<file path="src/rtl/adbg_crc_pkg.sv">
// Shared constants and types for the debug CRC-32 sequencer and its serial engine.
// The engine works on the bit-reflected polynomial, so data and CRC travel LSB first.
package adbg_crc_pkg;

   localparam int CRC_W        = 32;
   localparam int CRC_CNT_LAST = 31;

   typedef enum logic [1:0] {
      IDLE = 2'd0,
      DATA = 2'd1,
      CRC  = 2'd2,
      DONE = 2'd3
   } state_t;

   localparam logic MODE_CHECK = 1'b0;
   localparam logic MODE_GEN   = 1'b1;

   localparam logic [CRC_W-1:0] CRC_POLY = 32'hEDB88320;
   localparam logic [CRC_W-1:0] CRC_INIT = 32'hFFFF_FFFF;

endpackage

</file>
<file path="src/rtl/adbg_crc_seq.sv">
// Burst sequencer for the serial CRC-32 engine: feeds data bits, then either checks the
// received CRC (write burst) or streams the computed CRC out (read burst).
module adbg_crc_seq
   import adbg_crc_pkg::*;
#(
   parameter int LEN_W = 16
)
(
   input  logic             clk,
   input  logic             rst_n,
   input  logic             start_i,
   input  logic             mode_i,
   input  logic [LEN_W-1:0] len_i,
   input  logic             abort_i,
   input  logic             bit_valid_i,
   input  logic             bit_i,
   output logic             busy_o,
   output logic             done_o,
   output logic             crc_ok_o,
   output logic             crc_err_o,
   output logic             crc_bit_o,
   output logic             crc_bit_valid_o,
   output logic             crc_clr_o,
   output logic             crc_en_o,
   output logic             crc_shift_o,
   output logic             crc_data_o,
   input  logic             crc_serial_i
);

   localparam logic [LEN_W-1:0] CNT_LAST = LEN_W'(CRC_CNT_LAST);

   state_t           state_reg, state_next;
   logic [LEN_W-1:0] cnt_reg,   cnt_next;
   logic [LEN_W-1:0] len_reg,   len_next;
   logic             mode_reg,  mode_next;
   logic             err_reg,   err_next;
   logic             ok_reg,    ok_next;
   logic             bad_reg,   bad_next;

   always_ff @(posedge clk or negedge rst_n) begin
      if (!rst_n) begin
         state_reg <= IDLE;
         cnt_reg   <= '0;
         len_reg   <= '0;
         mode_reg  <= MODE_CHECK;
         err_reg   <= 1'b0;
         ok_reg    <= 1'b0;
         bad_reg   <= 1'b0;
      end else begin
         state_reg <= state_next;
         cnt_reg   <= cnt_next;
         len_reg   <= len_next;
         mode_reg  <= mode_next;
         err_reg   <= err_next;
         ok_reg    <= ok_next;
         bad_reg   <= bad_next;
      end
   end

   always_comb begin
      state_next      = state_reg;
      cnt_next        = cnt_reg;
      len_next        = len_reg;
      mode_next       = mode_reg;
      err_next        = err_reg;
      ok_next         = ok_reg;
      bad_next        = bad_reg;
      busy_o          = 1'b0;
      done_o          = 1'b0;
      crc_bit_o       = 1'b0;
      crc_bit_valid_o = 1'b0;
      crc_clr_o       = 1'b0;
      crc_en_o        = 1'b0;
      crc_shift_o     = 1'b0;
      crc_data_o      = 1'b0;

      case (state_reg)
         IDLE: begin
            if (start_i && !abort_i) begin
               crc_clr_o  = 1'b1;
               ok_next    = 1'b0;
               bad_next   = 1'b0;
               err_next   = 1'b0;
               cnt_next   = '0;
               mode_next  = mode_i;
               len_next   = len_i;
               state_next = (len_i != '0) ? DATA : CRC;
            end
         end

         DATA: begin
            busy_o     = 1'b1;
            crc_data_o = bit_i;
            if (abort_i) begin
               state_next = IDLE;
               cnt_next   = '0;
               err_next   = 1'b0;
               ok_next    = 1'b0;
               bad_next   = 1'b0;
            end else if (bit_valid_i) begin
               crc_en_o = 1'b1;
               if (cnt_reg == len_reg - 1'b1) begin
                  cnt_next   = '0;
                  state_next = CRC;
               end else begin
                  cnt_next = cnt_reg + 1'b1;
               end
            end
         end

         CRC: begin
            busy_o = 1'b1;
            if (mode_reg == MODE_GEN) begin
               crc_bit_o = crc_serial_i;
            end
            if (abort_i) begin
               state_next = IDLE;
               cnt_next   = '0;
               err_next   = 1'b0;
               ok_next    = 1'b0;
               bad_next   = 1'b0;
            end else if (bit_valid_i) begin
               crc_shift_o     = 1'b1;
               crc_bit_valid_o = (mode_reg == MODE_GEN);
               if (mode_reg == MODE_CHECK && (bit_i != crc_serial_i)) begin
                  err_next = 1'b1;
               end
               if (cnt_reg == CNT_LAST) begin
                  // Verdict is latched on the last bit so it is already valid during done_o.
                  cnt_next   = '0;
                  state_next = DONE;
                  ok_next    = (mode_reg == MODE_CHECK) && !err_next;
                  bad_next   = (mode_reg == MODE_CHECK) && err_next;
               end else begin
                  cnt_next = cnt_reg + 1'b1;
               end
            end
         end

         DONE: begin
            state_next = IDLE;
            if (abort_i) begin
               cnt_next = '0;
               err_next = 1'b0;
               ok_next  = 1'b0;
               bad_next = 1'b0;
            end else begin
               done_o = 1'b1;
            end
         end

         default: state_next = IDLE;
      endcase
   end

   assign crc_ok_o  = ok_reg;
   assign crc_err_o = bad_reg;

endmodule

</file>
<file path="config.mk">
export PLATFORM = sky130hd
export DESIGN_NAME = adbg_crc_seq
export DESIGN_NICKNAME = d
export VERILOG_FILES = /design/src/rtl/adbg_crc_pkg.sv /design/src/rtl/adbg_crc_seq.sv
export SDC_FILE = /design/constraint.sdc
export NUM_CORES = 1
export LEC_CHECK = 0
export ABC_AREA = 1
export CELL_PAD_IN_SITES_DETAIL_PLACEMENT = 1
export CELL_PAD_IN_SITES_GLOBAL_PLACEMENT = 2
export CORE_UTILIZATION = 32
export CTS_BUF_LIST = sky130_fd_sc_hd__clkbuf_8 sky130_fd_sc_hd__clkbuf_16
export CTS_CLUSTER_DIAMETER = 40
export DETAILED_ROUTE_END_ITERATION = 16
export HOLD_SLACK_MARGIN = 0.15
export PLACE_DENSITY_LB_ADDON = 0.08
export RECOVER_POWER = 25
export SLEW_MARGIN = 20
export SYNTH_ARGS = -nofsm -noshare
export SYNTH_HDL_FRONTEND = slang
export SYNTH_SLANG_ARGS = --single-unit
export TNS_END_PERCENT = 100
</file>
<file path="constraint.sdc">
create_clock -name clk -period 2.2 [get_ports clk]
set_clock_uncertainty 0.15 [all_clocks]
set_input_delay 0.22 -clock clk [delete_from_list [all_inputs] [get_ports clk]]
set_output_delay 0.22 -clock clk [all_outputs]
set_load 0.05 [all_outputs]
</file>
==> reports/qor.yml <==
fin_crit_sh_pct: 95.9
cts_made_buffers: 5
cp.required_ns: 2.23
instances_no_fill: 584
dr_wl_met3_um: 115
intPower_mw: 2.28
gp_congestion: 0.754
min_period_ns: 2.11
clockRootBuffer: "clkbuf_8"
dp_hpwl_mm: 6.92
max_slew_margin_pct: 20.8
cts.sinks: 38
die_x_um: 97.1
antenna_left: 0
worst-slew-pin-transition_ns: 1.19
worstSkewPairLatency_ns: 0.30
arrival_ns: 2.14
synth_async_sr_flop_share_pct: 100
timing.hold.ws_ns: 0.347
drv_cap: 0
num_vias: 2813
synthCells: 414
netSwitchingFraction_pct: 47.4
p_seq_share_pct: 26.4
synth_largest_area_cell: "dfrtp_1"
dieArea_um2: 9440
synth_top_area_share_pct: 32.8
final_nets: 506
peakVddDrop_uv: 657
routed-wl-met2_mm: 4.31
seq_area_frac_synth_pct: 32.8
postLayoutCellArea_um2: 3840
io_buffers: 33
status: "finished, final reports clean"
placedCellCount: 562
leakagePower_nw: 1.84
synthFlopType: "dfrtp_1"
ios: 34
start_util_pct: 33.1
clk_pin_slew_ns: 0.08
cts_tree: "done"
dpl_cell_area_um2: 3480
grt_max_degree: 21
synth_area_leaders: "dfrtp_1 33%, nand2_1 18%, inv_1 6.6%"
drt-wirelength-per-cell_um: 15.2
synth_edf_count: 0
synth.cell_area_um2: 2900
grtUsageTotal_pct: 19.7
comb_power_share_pct: 56.1
n_fill_cell: 1111
finalSetupViolCount: 0
yosys_warnings: 0
synth_cell_types: 39
critPathCaptureType: "register"
grt_pass1_wl_mm: 14.6
power_frac_clock_pct: 17.4
fmax_mhz: 474
routed_wl_mm: 8.88
antenna_found_initial: 0
criticalPathCategory: "reg2reg"
synth_area_per_cell_um2: 7.00
fin_tns_setup_ns: 0
drv_slew: 0
drc: 0
finalHoldViolCount: 0
rsz0062_at_grt: "yes"
start_kind: "register"
ys_ff_latch: 38
clockBufferDepth: 2
n_antenna_cell: 0
yosys.cell_count.top_type: "nand2_1"
vias_per_cell: 4.82
first_pass_iters: 4
register_area_um2: 955
coreArea_um2: 8760
h-tree-depth: 2
routed.top_layer: "met4"
total_power_mw: 4.34
cp_max_fo: 8
synth_common_cells: "136 x nand2_1, 51 x inv_1, 38 x dfrtp_1"
multi_input_area_um2: 1810
hp-class: "in2reg"
syn2layout_area_growth_pct: 32.6
power.density_nw_per_um2: 1130
grt_pass1_vias: 2871
drt_iter0_markers: 53
grt_overflow_total: 0
die_y_um: 97.1
drive_gt1_share_pct: 24.2
rows: 34
drt-met1-wl_mm: 4.41
switching_power_mw: 2.06
syn_nets: 445
[power groups by stage]
stage / Clock (mW) / Sequential (mW) / Combinational (mW)
global placement: 0 / 1.14 / 2.15
floorplan: 0 / 1.09 / 1.56
global route: 0.801 / 1.17 / 2.73
finish: 0.756 / 1.15 / 2.43
detailed placement: 0 / 1.15 / 2.19
CTS: 0.777 / 1.14 / 2.32
[routing by layer]
| layer | vias to the layer above | track usage, % |
|---|---|---|
| met5 | - | 0 |
| met4 | 0 | 4.13 |
| met3 | 4 | 2.37 |
| met2 | 18 | 32.3 |
| met1 | 1365 | 27.7 |
| li1 | 1426 | - |
[logic make-up after synthesis]
kind of cell             synth area share, %
AO/OA/AOI/OAI                           6.87
XOR/XNOR                                6.05
adder cells (fa/ha/maj)                 3.02
buffers and inverters                   9.03
flip-flops                              32.8
AND/OR/NAND/NOR                         42.2
[critical path, stage by stage, from the launching register on]
cell and delay, ns:
dfrtp_1 0.40, inv_2 0.08, ha_4 0.15, nand2_2 0.11, nor2_4 0.16, nand3_1 0.08, nand2_1 0.10, nand3_2 0.08
nor2_2 0.14, nand3_2 0.15, nand2_8 0.15, nand2_8 0.09, nand2_1 0.06, o21ai_0 0.07
[through the flow]
step | utilization, % | setup slack (ns)
after global placement | 39.7 | -0.000868
after CTS | 42.2 | 0.0113
after global routing | 43.8 | -0.0647
final | 43.8 | 0.0904
after detailed placement | 39.7 | -0.0810
after floorplan | - | 0.0821
[cell usage in the layout, fill, tap and decap left out, types with 15 or more instances in the layout]
cell	instances
nor2_2	18
nand2_1	134
clkdlybuf4s50_1	24
buf_4	27
nor2_1	21
nand3_1	15
dfrtp_1	35
inv_1	47
nand2_2	16
o21ai_0	17
[worst paths after layout]
kind	from	to	slack, ns	cells after the start
setup / recovery	len_reg[1]$_DFFE_PN0P_	cnt_reg[3]$_DFFE_PN0P_	0.09	13
hold / removal	len_i[8]	len_reg[8]$_DFFE_PN0P_	0.35	3
setup reg to reg	len_reg[1]$_DFFE_PN0P_	cnt_reg[3]$_DFFE_PN0P_	0.09	13
min in group asynchronous	rst_n	len_reg[7]$_DFFE_PN0P_	0.54	2
max in group asynchronous	rst_n	cnt_reg[0]$_DFFE_PN0P_	0.58	2
hold reg to reg	crc_err_o$_DFFE_PN0P_	crc_err_o$_DFFE_PN0P_	0.36	2
[final cells by class]
cell class	instances	area share, %
Inverter	55	5.47
Clock buffer	6	2.15
Timing Repair Buffer	60	15.3
Tap cell	108	3.52
Multi-Input combinational cell	315	47.1
Sequential cell	38	24.9
Clock inverter	2	1.56
[repair_timing]
item | CTS | global route
gates cloned | 1 | 0
hold endpoints to repair | 38 | 0
setup buffers | 2 | 10
endpoints found under the setup margin | 17 | 22
hold buffers | 1 | 0
resized for setup | 9 | 20
pin swaps | 4 | 14
No activity file was read; power rests on OpenSTA's default activity.
